$ cat src/rtl/bios_arb_pkg.sv
// Shared types and parameter checks for the BIOS port-B arbiter and its round-robin helper.
package bios_arb_pkg;

    typedef enum logic [1:0] {
        SlotEmpty    = 2'd0,
        SlotInflight = 2'd1,
        SlotFull     = 2'd2
    } slot_e;

    localparam int NreqMin = 2;
    localparam int NreqMax = 4;

    function automatic bit nreq_ok(input int n);
        return (n >= NreqMin) && (n <= NreqMax);
    endfunction

    function automatic int ptr_width(input int n);
        return (n > 1) ? $clog2(n) : 1;
    endfunction

endpackage

$ cat src/rtl/rr_arbiter.sv
// Combinational round-robin picker: first eligible index at or after ptr (wrapping) wins,
// next_ptr points just past the winner, or holds when nothing is eligible.
module rr_arbiter
    import bios_arb_pkg::*;
#(
    parameter int NREQ  = 2,
    parameter int PTR_W = ptr_width(NREQ)
) (
    input  logic [NREQ-1:0]  eligible,
    input  logic [PTR_W-1:0] ptr,
    output logic [NREQ-1:0]  grant,
    output logic [PTR_W-1:0] next_ptr
);

    logic             found;
    logic [PTR_W-1:0] idx;

    always_comb begin
        grant    = '0;
        next_ptr = ptr;
        found    = 1'b0;
        idx      = '0;
        for (int k = 0; k < NREQ; k++) begin
            idx = PTR_W'((int'(ptr) + k) % NREQ);
            if (!found && eligible[idx]) begin
                found       = 1'b1;
                grant[idx]  = 1'b1;
                next_ptr    = (idx == PTR_W'(NREQ - 1)) ? '0 : idx + PTR_W'(1);
            end
        end
    end

endmodule

$ cat src/rtl/bios_port_arbiter.sv
// Shares the BIOS memory read port B between NREQ requesters with round-robin grants and a
// one-entry response slot per requester, so a stalled consumer never blocks the others.
module bios_port_arbiter
    import bios_arb_pkg::*;
#(
    parameter int NREQ   = 2,
    parameter int ADDR_W = 12,
    parameter int DATA_W = 32
) (
    input  logic                     clk,
    input  logic                     reset,
    input  logic [NREQ-1:0]          req_valid,
    input  logic [NREQ*ADDR_W-1:0]   req_adr,
    output logic [NREQ-1:0]          req_ready,
    output logic [NREQ-1:0]          rsp_valid,
    output logic [NREQ*DATA_W-1:0]   rsp_data,
    input  logic [NREQ-1:0]          rsp_ready,
    output logic [ADDR_W-1:0]        mem_adrb,
    output logic                     mem_en_b,
    input  logic [DATA_W-1:0]        mem_doutb
);

    localparam int PTR_W = ptr_width(NREQ);

    if (!nreq_ok(NREQ)) begin : g_nreq_bad
        $error("bios_port_arbiter: NREQ must be within 2..4");
    end

    logic             run_q;
    logic             active;
    logic [PTR_W-1:0] ptr_q;
    logic [PTR_W-1:0] ptr_next;
    logic [NREQ-1:0]  eligible;
    logic [NREQ-1:0]  grant;

    // No grants while in reset nor in the first cycle after release.
    assign active = reset & run_q;

    always_ff @(posedge clk) begin
        if (!reset) begin
            run_q <= 1'b0;
            ptr_q <= '0;
        end else begin
            run_q <= 1'b1;
            ptr_q <= ptr_next;
        end
    end

    rr_arbiter #(
        .NREQ  (NREQ),
        .PTR_W (PTR_W)
    ) u_rr (
        .eligible (eligible),
        .ptr      (ptr_q),
        .grant    (grant),
        .next_ptr (ptr_next)
    );

    assign req_ready = grant;
    assign mem_en_b  = |grant;

    always_comb begin
        mem_adrb = '0;
        for (int i = 0; i < NREQ; i++) begin
            if (grant[i]) begin
                mem_adrb = mem_adrb | req_adr[i*ADDR_W +: ADDR_W];
            end
        end
    end

    for (genvar i = 0; i < NREQ; i++) begin : g_slot
        slot_e             slot_q;
        logic [DATA_W-1:0] hold_q;

        // A slot can be refilled in the same cycle its current response is consumed.
        assign eligible[i] = active & req_valid[i] & ((slot_q == SlotEmpty) | rsp_ready[i]);
        assign rsp_valid[i] = reset & (slot_q != SlotEmpty);
        assign rsp_data[i*DATA_W +: DATA_W] = !rsp_valid[i]             ? '0        :
                                              (slot_q == SlotInflight)  ? mem_doutb : hold_q;

        always_ff @(posedge clk) begin
            if (!reset) begin
                slot_q <= SlotEmpty;
                hold_q <= '0;
            end else begin
                case (slot_q)
                    SlotEmpty: begin
                        if (grant[i]) slot_q <= SlotInflight;
                    end
                    SlotInflight: begin
                        if (rsp_ready[i]) begin
                            slot_q <= grant[i] ? SlotInflight : SlotEmpty;
                        end else begin
                            // Port data is overwritten by the next grant, so keep a copy.
                            slot_q <= SlotFull;
                            hold_q <= mem_doutb;
                        end
                    end
                    SlotFull: begin
                        if (rsp_ready[i]) slot_q <= grant[i] ? SlotInflight : SlotEmpty;
                    end
                    default: slot_q <= SlotEmpty;
                endcase
            end
        end
    end

endmodule

$ cat config.mk
export PLATFORM = sky130hd
export DESIGN_NAME = bios_port_arbiter
export DESIGN_NICKNAME = d
export VERILOG_FILES = /design/src/rtl/bios_arb_pkg.sv /design/src/rtl/rr_arbiter.sv /design/src/rtl/bios_port_arbiter.sv
export SDC_FILE = /design/constraint.sdc
export NUM_CORES = 1
export LEC_CHECK = 0
export CAP_MARGIN = 30
export CORE_ASPECT_RATIO = 0.9
export CORE_MARGIN = 2
export CORE_UTILIZATION = 44
export CTS_BUF_LIST = sky130_fd_sc_hd__clkbuf_16
export DETAILED_ROUTE_END_ITERATION = 16
export PLACE_DENSITY = 0.8
export RECOVER_POWER = 100
export SYNTH_ARGS = -nofsm -noshare
export SYNTH_HDL_FRONTEND = slang
export SYNTH_SLANG_ARGS = --single-unit
$ cat constraint.sdc
create_clock -name clk -period 2.67 [get_ports clk]
set_clock_uncertainty 0.2 [all_clocks]
set_input_delay 0.801 -clock clk [delete_from_list [all_inputs] [get_ports clk]]
set_output_delay 0.801 -clock clk [all_outputs]
set_load 0.01 [all_outputs]
Word level (Yosys, flattened, before mapping). Index checks and enable logic that the tools add are counted.

Logic and storage cells: 80. Output and inout port bits: 81. Register bits after elaboration: 70.

Multiplexer cells: 32. $lt $le $gt $ge: 4. Equality and inequality tests: 8. Add/subtract/negate cells: 3. Bitwise logic cells: 13. Reductions and logical operators: 14.

Operators with widths (count): $mux W32 (4); $mux W12 (2); $mux W2 (8); $mux W1 (14); $or A12 B12 Y12 (1); $pmux W2 S3 (2); $ne A2 B2 Y1 const B (4); $reduce_and A2 Y1 (4); $and A1 B1 Y1 (7); $reduce_bool A2 Y1 (3); $eq A2 B1 Y1 const B (2); $eq A2 B2 Y1 const B (2); $logic_not A2 Y1 (2); $lt A1 B2 Y1 const B (2); $add A1 B1 Y1 const B (3); $logic_and A1 B1 Y1 (3); $demux W1 S1 (2); $ge A1 B1 Y1 const B (2); $not A1 Y1 (2); $or A1 B1 Y1 (2); $or A2 B2 Y2 (1); $reduce_or A2 Y1 (1); $logic_not A1 Y1 (1).

Depth between registers and ports, before layout. Gate-level depths: netlist of the first run.

Depth in word-level cells: 12. Depth in mapped cells: 6. Depth with buffers taken out: 3.

Hierarchy. From an unflattened synthesis of the first run, not the netlist that was laid out.

Cell total of the unflattened synthesis: 581. Area, all modules: 3993.8 um^2.

Modules (own cells, without submodules): bios_port_arbiter (seq. area each 1401.3 um^2, cells each 576, area each 3966.3 um^2, instances 1); rr_arbiter (seq. area each 0.0 um^2, cells each 5, area each 27.5 um^2, instances 1).

Least setup slack after synthesis of the first run. No wires, ideal clock.

Path kind: input to output. Start point: input port req_valid[0]. End point: output port mem_adrb[10]. Arrival time: 1.778 ns. Slack: -0.109 ns. Stages: 4. Path buffers: 1. Path through: and2b_1 a2111oi_4 buf_6 a22o_1.

Elaborated cells between the ends (all ways): 15. Those cells by class: 9 x mux; 4 x bitwise; 2 x reduce/logical.

RTL lines: start: declaration (RTL line bios_port_arbiter.sv:12) `input logic [NREQ-1:0] req_valid,`; $and A1 B1 Y1 (*) (2 in series) (RTL line bios_port_arbiter.sv:76) `assign eligible[i] = active & req_valid[i] & ((slot_q == SlotEmpty) | rsp_ready[i]);`; $mux W1 (not written as such) (2 in series) (RTL line rr_arbiter.sv:25) `if (!found && eligible[idx]) begin`; $mux W1 (RTL line rr_arbiter.sv:25); $logic_not A1 Y1 (RTL line rr_arbiter.sv:25); $logic_and A1 B1 Y1 (RTL line rr_arbiter.sv:25); $mux W2 (*) (RTL line rr_arbiter.sv:25); via req_ready[1] (RTL line bios_port_arbiter.sv:14) `output logic [NREQ-1:0] req_ready,`; $mux W12 (*) (RTL line bios_port_arbiter.sv:65) `if (grant[i]) begin`; end: declaration (RTL line bios_port_arbiter.sv:18) `output logic [ADDR_W-1:0] mem_adrb,`.

Mark *: on every way through the listed nets, which the timed path passes. The rest lies on a longest branch. The select of a mux whose other input is x is not followed.

Worst setup path after layout of the first run.
Start point: input port req_valid[0]. End point: output port mem_adrb[5].

Cells in the longest elaborated chain, start to end: 11. Elaborated cells between the ends (all ways): 15. Those cells by class: 9 x mux; 4 x bitwise; 2 x reduce/logical.

RTL lines: $and A1 B1 Y1 (*) (2 in series) (RTL line bios_port_arbiter.sv:76); $mux W1 (not written as such) (2 in series) (RTL line rr_arbiter.sv:25); $mux W1 (RTL line rr_arbiter.sv:25); $logic_not A1 Y1 (RTL line rr_arbiter.sv:25); $logic_and A1 B1 Y1 (RTL line rr_arbiter.sv:25); $mux W2 (*) (RTL line rr_arbiter.sv:25); $mux W12 (RTL line bios_port_arbiter.sv:65); $or A12 B12 Y12 (RTL line bios_port_arbiter.sv:66) `mem_adrb = mem_adrb | req_adr[i*ADDR_W +: ADDR_W];`; $mux W12 (*) (RTL line bios_port_arbiter.sv:65).

Every way passes the cells marked *; elsewhere a longest branch is shown, timed or not. The select of a mux whose other input is x is not followed.

==> out/qor.yml, run 1 <==
grt:
  antenna_found_initial: 0
  grt_max_degree: 53
  grt_use_total: 0.3073
  grtUsageMet1: 0.3699
  use_met2: 0.5364
  grt_use_met3: 0.07005
  top_usage_layer: "met2"
  grt_pass1_wl_mm: 22.49
  gr-total-overflow: 0
  grt_pass1_vias: 4557
outcome:
  failed_checks: "negative setup slack"
  outcome: "finished, violations left"
logic_synthesis:
  synth-edff-count: 0
  yosysMostFrequentCell: "nand2_1"
  synth_top_area_share: 0.3736
  syn_area_um2: 3751
  yosys-top-cells-count: "nand2_1, dfxtp_1, a21oi_1"
  synth_ff_type: "dfxtp_1"
  syn-mean-instance-area_um2: 6.845
  synthCells: 548
  ys_ff_latch: 70
  synth_cell_types: 30
  ys_seq_area_frac: 0.3736
  synthArstFlopShare: 0
  syn_nets: 610
  yosys-top-cells-area: "dfxtp_1, nand2_1, a21oi_1, a21boi_0, a21boi_1"
  synth_top_cell_by_area: "dfxtp_1"
  yosysWarnings: 0
finish:
  antennaDiodeCount: 0
  nNetsFinal: 826
  final_cell_area_um2: 6324
  syn2layout_area_growth_pct: 68.58
  fin_util: 0.7763
  layout-drive-gt1-share: 0.3229
routing:
  vias_per_cell: 5.529
  drc: 0
  num_vias: 4794
  drt_iter0_drc: 295
  ant_nets: 0
  wl_per_cell_um: 17.95
  drt-total-wl_mm: 15.57
  dr.pass1.iters: 5
cts:
  cts_made_buffers: 9
  postCtsHoldBufs: 0
  root_buffer: "clkbuf_16"
  cts_tree: "done"
  cts_sinks: 70
  clockBufferDepth: 2
  clkTransAtPathRegs_ns: 0.06
  htreeDepth: 3
  clock_latency_ns: 0.33
worst_setup_path:
  start_kind: "input pin"
  arrival_ns: 2.16
  critPathBufInv: 5
  path_common_cell: "buf_6"
  regToRegSetupSlack_ns: 0.29
  cpMaxStageDelayCell: "a2111oi_4"
  cp_top_family: "buffers and inverters"
  path_cells: "buf_6 -> and2b_1 -> a2111oi_4 -> buf_4 -> buf_6 -> buf_6 -> a22o_1 -> buf_2"
  cp.required_ns: 1.67
  crit_path_max_incr_delay_ns: 0.44
  crit_type: "input pin to output pin"
  cp_max_fo: 4
  critPathCaptureType: "output pin"
pwr:
  irDropWorstVdd_v: 0.0004826
  power.leakage_nw: 2.576
  powerDensity_nw_per_um2: 427.3
  p_total_mw: 2.702
sta:
  finalHoldViolations: 0
  setup_viol: 81
  fmax_mhz: 316.0
  min_period_over_period: 1.185
  drv_slew: 0
  rsz0062_at_grt: "true"
  slew_headroom: 0.4146
  worst_pin_slew_ns: 0.8781
  setup_tns_ns: -14.50
  fin_ws_ns: -0.4949
  layout_min_cycle_time_ns: 3.165
floorplan:
  start_util: 0.4605
  core_um2: 8145
  die_x_um: 101.3
  die_h_um: 91.60
  ios: 143
  die_area_um2: 9281
  rows: 31
placement:
  dp_hpwl_mm: 8.568
  place_area_um2: 5665
  pre_cts_ws_ns: -1.119
  io_buffers: 142
  gp_congestion: 0.8209
flow_run:
  cap_viol_max_count: 0
worst_hold_path:
  min_path_type: "flop to flop"
kinds of logic (layout without fill, tap and decap cells):
family / count (synthesis) / count (layout) / share of synthesized area
AO/OA/AOI/OAI: 147 / 147 / 0.2642
AND/OR/NAND/NOR: 279 / 279 / 0.2965
buffers and inverters: 50 / 270 / 0.06104
flip-flops: 70 / 70 / 0.3736
XOR/XNOR: 2 / 2 / 0.004671
final cells by class:
type                    instances  area, um2
clock buffers                   9      225.2
clock inverters                 6      85.08
fillers                       568       1822
inverters                       3      11.26
multi-input cells             428       2307
flip-flops and latches         70       1408
well taps                      99      123.9
repair buffers                252       2163
power by group:
group / switching [mW] / internal (mW) / leakage [nW]
Clock: 0.460 / 0.811 / 0.149
Sequential: 0.00796 / 1.06 / 0.567
Combinational: 0.165 / 0.201 / 1.86
layer usage:
| metal | wire length (um) | vias to the layer above |
|---|---|---|
| met5 | 0 | - |
| li1 | - | 2216 |
| met4 | 423 | 0 |
| met1 | 6065 | 2256 |
| met3 | 1195 | 42 |
| met2 | 7880 | 280 |
what timing repair did:
| action | in CTS | in global routing |
|---|---|---|
| hold endpoints to repair | 0 | 0 |
| setup endpoints to repair | 81 | 57 |
| pin swaps | 15 | 10 |
| setup buffers | 25 | 16 |
| gates resized for setup | 399 | 59 |
| gates cloned | 4 | 4 |
metrics by stage:
stage / instances / hold WS [ns]
finish: 867 / 0.2589
CTS: 852 / 0.2571
floorplan: 548 / 0.2353
global placement: 808 / 0.2409
detailed placement: 808 / 0.2482
global route: 867 / 0.2830
worst paths after layout:
kind	from	endpoint	cells after the start
max	req_valid[0]	mem_adrb[5]	8
min	g_slot[1].hold_q[25]	g_slot[1].hold_q[25]	2
max reg2reg	g_slot[1].slot_q[0]	g_slot[1].hold_q[4]	7
min reg2reg	g_slot[1].hold_q[25]	g_slot[1].hold_q[25]	2
flip-flops by register name, summed over array words and instances, names as in the netlist:
signal,flops
g_slot.hold_q,64
g_slot.slot_q,4
ptr_q,1
run_q,1
cell usage in the layout, fill, tap and decap left out, drive strengths merged, types with 2 or more instances in the layout:
cell	instances
nand2	261
buf	173
dfxtp	70
a21boi	64
a21oi	63
clkbuf	28
clkdlybuf4s50	26
dlygate4sd2	19
a22o	12
dlymetal6s2s	12
inv	4
nor3b	4
and2	3
o21ai	3
clkdlybuf4s15	3
nor2b	2
or3b	2
xnor2	2
and3	2
bufinv	2
nand2b	2
clkinv	2
tightest hold or removal path, cell delays in order (launching register included):
cell and delay (ns):
dfxtp_1 0.31, nand2_1 0.05, a21boi_1 0.05
No activity file was read; power rests on OpenSTA's default activity.
==> run 2, diff against run 1 <==
--- a/config.mk
+++ b/config.mk
@@ -7,3 +7,3 @@
 export LEC_CHECK = 0
-export CAP_MARGIN = 30
+export ABC_CLOCK_PERIOD_IN_PS = 2670
 export CORE_ASPECT_RATIO = 0.9
==> constraint.sdc (replaced) <==
create_clock -name clk -period 2.67 [get_ports clk]
set_clock_uncertainty 0.2 [all_clocks]
set_input_delay 0.534 -clock clk [delete_from_list [all_inputs] [get_ports clk]]
set_output_delay 0.534 -clock clk [all_outputs]
set_load 0.01 [all_outputs]
==> run 2 against run 1 <==
The run now ends clean. Clock-buffer cell count did not move. Sequential share of layout area rose by 1.8 points. Register-to-register slack improved by 0.60 ns. Sequential power barely moved. Fmax rose by 19%. Die area did not move. Critical path depth fell by 1. Final cell count fell by 6.2%. Utilization fell by 5.7 points. Total power fell by 1.9%. Largest cell class unchanged. Largest power group unchanged.
==> out/qor.yml, run 2 (synthesis results as in run 1) <==
placement:
  gp_congestion: 0.8042  # -2.0%
  dp_hpwl_mm: 8.123  # -5.2%
  io_buffers: 142  # unchanged
  pre_cts_ws_ns: -0.5658  # +0.5534 ns
  place_area_um2: 5487  # -3.2%
sta:
  layout_min_cycle_time_ns: 2.666  # -0.4993 ns
  fmax_mhz: 375.2  # +19%
  worst_pin_slew_ns: 1.484  # +0.6064 ns
  slew_headroom: 0.01034  # -0.4043
  finalHoldViolations: 0  # unchanged
  fin_ws_ns: 0.004415  # +0.4993 ns
  setup_viol: 0  # -100%
  drv_slew: 0  # unchanged
  rsz0062_at_grt: "true"
  min_period_over_period: 0.9983  # -0.1870
routing:
  ant_nets: 0  # unchanged
  drt-total-wl_mm: 12.12  # -22%
  drc: 0  # unchanged
  num_vias: 4250  # -11%
  drt_iter0_drc: 198  # -33%
  dr.pass1.iters: 4  # -1
  wl_per_cell_um: 14.91  # -17%
  vias_per_cell: 5.228  # -5.5%
floorplan:
  die_x_um: 101.3  # unchanged
  die_area_um2: 9281  # unchanged
  ios: 143  # unchanged
  rows: 31  # unchanged
  core_um2: 8145  # unchanged
  die_h_um: 91.60  # unchanged
  start_util: 0.4605  # unchanged
cts:
  cts_tree: "done"
  cts_sinks: 70  # unchanged
  clkTransAtPathRegs_ns: 0.06  # about the same
  clockBufferDepth: 2  # unchanged
  clock_latency_ns: 0.33  # about the same
  cts_made_buffers: 9  # unchanged
  htreeDepth: 3  # unchanged
  root_buffer: "clkbuf_16"
finish:
  final_cell_area_um2: 5856  # -7.4%
  nNetsFinal: 771  # -6.7%
  layout_common_cells: "nand2_1, dlygate4sd2_1, dfxtp_1"
  layout-drive-gt1-share: 0.1401  # -0.1829
  final_common_cell: "nand2_1"
  syn2layout_area_growth_pct: 56.10
  top_register: "g_slot.hold_q"
  largest_register_ffs: 64  # unchanged
  reg_top3: "g_slot.hold_q (64), g_slot.slot_q (4)"
  fillCellCount: 696  # +23%
  antennaDiodeCount: 0  # unchanged
grt:
  gr-total-overflow: 0  # unchanged
  grt_pass1_vias: 4229  # -7.2%
  grt_use_total: 0.2681  # -0.03916
  antenna_found_initial: 0  # unchanged
  grt_pass1_wl_mm: 20.02  # -11%
  grt_max_degree: 41  # -23%
flow_run:
  cap_viol_max_count: 0  # unchanged
pwr:
  irDropWorstVdd_v: 0.0003545  # -27%
  p_total_mw: 2.650  # -1.9%
  powerDensity_nw_per_um2: 452.6  # +5.9%
  power.leakage_nw: 2.312  # -10%
worst_setup_path:
  cp.required_ns: 1.94  # +0.27 ns
  arrival_ns: 1.93  # -0.23 ns
  cp_max_fo: 3  # -1
  crit_type: "flop to output pin"
  start_kind: "flop"
  critPathCaptureType: "output pin"
outcome:
  outcome: "finished clean"
worst_hold_path:
  min_path_type: "flop to flop"
==> run 2: changes by cell type in the layout (fill, tap and decap cells not counted), moves of 6 or more <==
| cell | before | now |
|---|---|---|
| buf_2 | 73 | 11 |
| dlygate4sd2_1 | 19 | 68 |
| clkdlybuf4s50_1 | 26 | 58 |
| a21oi_1 | 36 | 63 |
| a21boi_0 | 61 | 35 |
| a21boi_1 | 3 | 29 |
| a21oi_2 | 26 | 0 |
| buf_6 | 31 | 10 |
| buf_4 | 56 | 38 |
| dlymetal6s2s_1 | 12 | 0 |
| clkbuf_1 | 7 | 1 |
==> run 2: path summary, 6_finish.rpt <==
kind                                           from                    to  slack, ns  cells after the start
worst max-delay path                          ptr_q           mem_adrb[1]      0.004                      7
worst min-delay path            g_slot[0].hold_q[2]   g_slot[0].hold_q[2]       0.26                      2
worst max register to register  g_slot[1].slot_q[0]  g_slot[1].hold_q[12]       0.89                      5
worst min register to register  g_slot[0].hold_q[2]   g_slot[0].hold_q[2]       0.26                      2
==> run 2: stage by stage <==
stage	hold slack [ns]	setup TNS (ns)	cells	util
finish	0.2555	0	813	0.7189
global route	0.2761	-0.1635	813	0.7189
CTS	0.2550	0	811	0.7180
detailed placement	0.2473	-7.414	781	0.6736
global placement	0.2406	-6.264	781	0.6736
floorplan	0.2353	0	548	-
==> run 2: area by class of cell <==
cell class / count / area, um2 / share of cell area
timing repair buffer: 197 / 1823 / 0.3113
clock buffer: 9 / 225.2 / 0.03846
tap: 99 / 123.9 / 0.02115
clock inverter: 7 / 97.59 / 0.01667
sequential: 70 / 1406 / 0.2402
multi-input combinational: 428 / 2168 / 0.3703
inverter: 3 / 11.26 / 0.001923
==> run 2: per-layer routing <==
metal	track usage	routed length, um
met1	0.3394	5066
met5	0	0
met4	0.06081	126
met3	0.06697	956
met2	0.4564	5970
==> run 2: repair_timing <==
item,in CTS,in global routing
endpoints found under the setup margin,80,11
endpoints found under the hold margin,0,0
gates resized for setup,134,15
hold buffers,0,0
setup buffers,12,2
gates cloned,2,0
pin swaps,2,4
==> run 2: worst max-delay path, cell delays in order, from the launching register on <==
cell,delay (ns)
dfxtp_2,0.34
and2b_2,0.24
a2111oi_4,0.41
buf_4,0.20
buf_6,0.09
buf_6,0.08
a22o_1,0.12
buf_2,0.12
==> run 2: where the power goes <==
part | internal [mW] | leakage (nW) | switching [mW] | total (mW)
Clock | 0.820 | 0.157 | 0.455 | 1.28
Combinational | 0.172 | 1.59 | 0.135 | 0.307
Sequential | 1.06 | 0.567 | 0.00919 | 1.07
Total | 2.05 | 2.31 | 0.600 | 2.65
==> run 3, diff against run 2 <==
PLACE_DENSITY = default   (was 0.8)
PLACE_DENSITY_LB_ADDON = 0.25   (was default)
==> run 3 against run 2 <==
Total power decreased by 9.5%. Flip-flop and latch count is the same. Die area is the same. Clock power is 19% lower. Clock-buffer cell count did not move. Non-clock buffer count up 2. Critical path depth down 1. Via count is 1.8% higher. Utilization down 2.1 points. First-iteration DRC count is 15% higher. Register-to-register slack lost 0.24 ns. Largest cell class unchanged. Highest routed layer unchanged.
==> out/qor.yml, run 3 (synthesis results as in run 1) <==
finish:
  fin_util: 0.6975  # -0.02135
  top_register: "g_slot.hold_q"
  antennaDiodeCount: 0  # unchanged
  final_cells: 814  # +0.12%
  syn2layout_area_growth_pct: 51.47
  layout-drive-gt1-share: 0.1231  # -0.01698
  final_cell_area_um2: 5682  # -3.0%
  layout_common_cells: "nand2_1, dfxtp_1, a21oi_1, dlygate4sd2_1, a21boi_0"
  final_common_cell: "nand2_1"
  reg_top3: "g_slot.hold_q (64), g_slot.slot_q (4)"
  largest_register_ffs: 64  # unchanged
  nNetsFinal: 773  # +0.26%
worst_setup_path:
  start_kind: "input pin"
  arrival_ns: 1.85  # -0.08 ns
  crit_type: "input pin to output pin"
  critPathCaptureType: "output pin"
  cp.required_ns: 1.94  # about the same
  cp_max_fo: 16  # +13
placement:
  dp_hpwl_mm: 8.136  # +0.15%
  io_buffers: 142  # unchanged
  place_area_um2: 5441  # -0.82%
  pre_cts_ws_ns: -0.6223  # -0.05654 ns
  gp_congestion: 0.7982  # -0.75%
  dp_cells: 786  # +0.64%
cts:
  cts_made_buffers: 9  # unchanged
  cts_sinks: 70  # unchanged
  htreeDepth: 3  # unchanged
  postCtsHoldBufs: 0  # unchanged
  root_buffer: "clkbuf_16"
  cts_tree: "done"
  clkTransAtPathRegs_ns: 0.05  # about the same
  clockBufferDepth: 2  # unchanged
  clock_latency_ns: 0.32  # about the same
pwr:
  power.leakage_nw: 2.191  # -5.2%
  powerDensity_nw_per_um2: 422.3  # -6.7%
  p_total_mw: 2.400  # -9.5%
  irDropWorstVdd_v: 0.0002764  # -22%
floorplan:
  rows: 31  # unchanged
  core_um2: 8145  # unchanged
  die_x_um: 101.3  # unchanged
  die_h_um: 91.60  # unchanged
  start_util: 0.4605  # unchanged
  die_area_um2: 9281  # unchanged
  ios: 143  # unchanged
sta:
  setup_viol: 0  # unchanged
  min_period_over_period: 0.9693  # -0.02902
  fmax_mhz: 386.4  # +3.0%
  finalHoldViolations: 0  # unchanged
  worst_pin_slew_ns: 1.175  # -0.3093 ns
  fin_ws_ns: 0.08191  # +0.07749 ns
  drv_slew: 0  # unchanged
  layout_min_cycle_time_ns: 2.588  # -0.07749 ns
  setup_tns_ns: 0  # unchanged
  holdWs_ns: 0.2513  # -0.004198 ns
  rsz0062_at_grt: "false"
  slew_headroom: 0.2165  # +0.2062
grt:
  grt_max_degree: 39  # -4.9%
  grt_pass1_wl_mm: 19.67  # -1.8%
  antenna_found_initial: 0  # unchanged
  gr-total-overflow: 0  # unchanged
  grt_pass1_vias: 4158  # -1.7%
  grt_use_total: 0.2675  # -0.0006381
routing:
  vias_per_cell: 5.317  # +1.7%
  ant_nets: 0  # unchanged
  num_vias: 4328  # +1.8%
  drt_iter0_drc: 227  # +15%
  wl_per_cell_um: 14.88  # -0.20%
  drt-total-wl_mm: 12.11  # about the same
  drc: 0  # unchanged
  dr.pass1.iters: 6  # +2
worst_hold_path:
  min_path_type: "flop to flop"
flow_run:
  cap_viol_max_count: 0  # unchanged
outcome:
  outcome: "finished clean"
run 3: changes by cell type in the layout (fill, tap and decap cells not counted), sizes merged:
cell           delta
clkdlybuf4s15     +2
bufinv            -2
buf              -19
clkinv            +2
inv               -1
dlygate4sd2       -5
clkbuf           +24
run 3: worst paths after layout:
check             cells past startpoint                 start              endpoint  slack, ns
setup / recovery                      6                 reset          rsp_valid[1]       0.08
hold / removal                        2  g_slot[0].hold_q[28]  g_slot[0].hold_q[28]       0.25
setup reg to reg                      5   g_slot[0].slot_q[1]  g_slot[0].hold_q[19]       0.65
hold reg to reg                       2  g_slot[0].hold_q[28]  g_slot[0].hold_q[28]       0.25
run 3: power by group:
group	internal (mW)	total, mW	switching (mW)
logic	0.160	0.292	0.132
clock network	0.612	1.04	0.429
registers	1.06	1.07	0.00782
run 3: per-layer routing:
metal | global-route usage | share of wire | wire length, um | vias up
met1 | 0.3398 | 0.41 | 4986 | 1981
met4 | 0.09685 | 0.014 | 173 | 0
met3 | 0.04696 | 0.079 | 958 | 15
met2 | 0.4503 | 0.49 | 5993 | 220
met5 | 0 | 0 | 0 | -
li1 | - | - | - | 2112
run 3: timing repair:
action	4_1_cts	5_1_grt
resized for setup	141	27
endpoints found under the setup margin	79	28
setup buffers	12	0
gates cloned	4	0
pin swaps	1	3
run 3: worst max-delay path, cell delays in order:
cell and delay, ns:
clkbuf_1 0.14, clkbuf_1 0.23, o21ai_2 0.10, clkbuf_4 0.23, inv_1 0.09, clkdlybuf4s50_1 0.53
run 3: cell type report:
class                   instances  area (um2)
repair buffers                199        1714
well taps                      99       123.9
multi-input cells             428        2172
clock inverters                 6       31.28
flip-flops and latches         70        1404
fillers                       723        2464
clock buffers                   9       225.2
inverters                       3       11.26
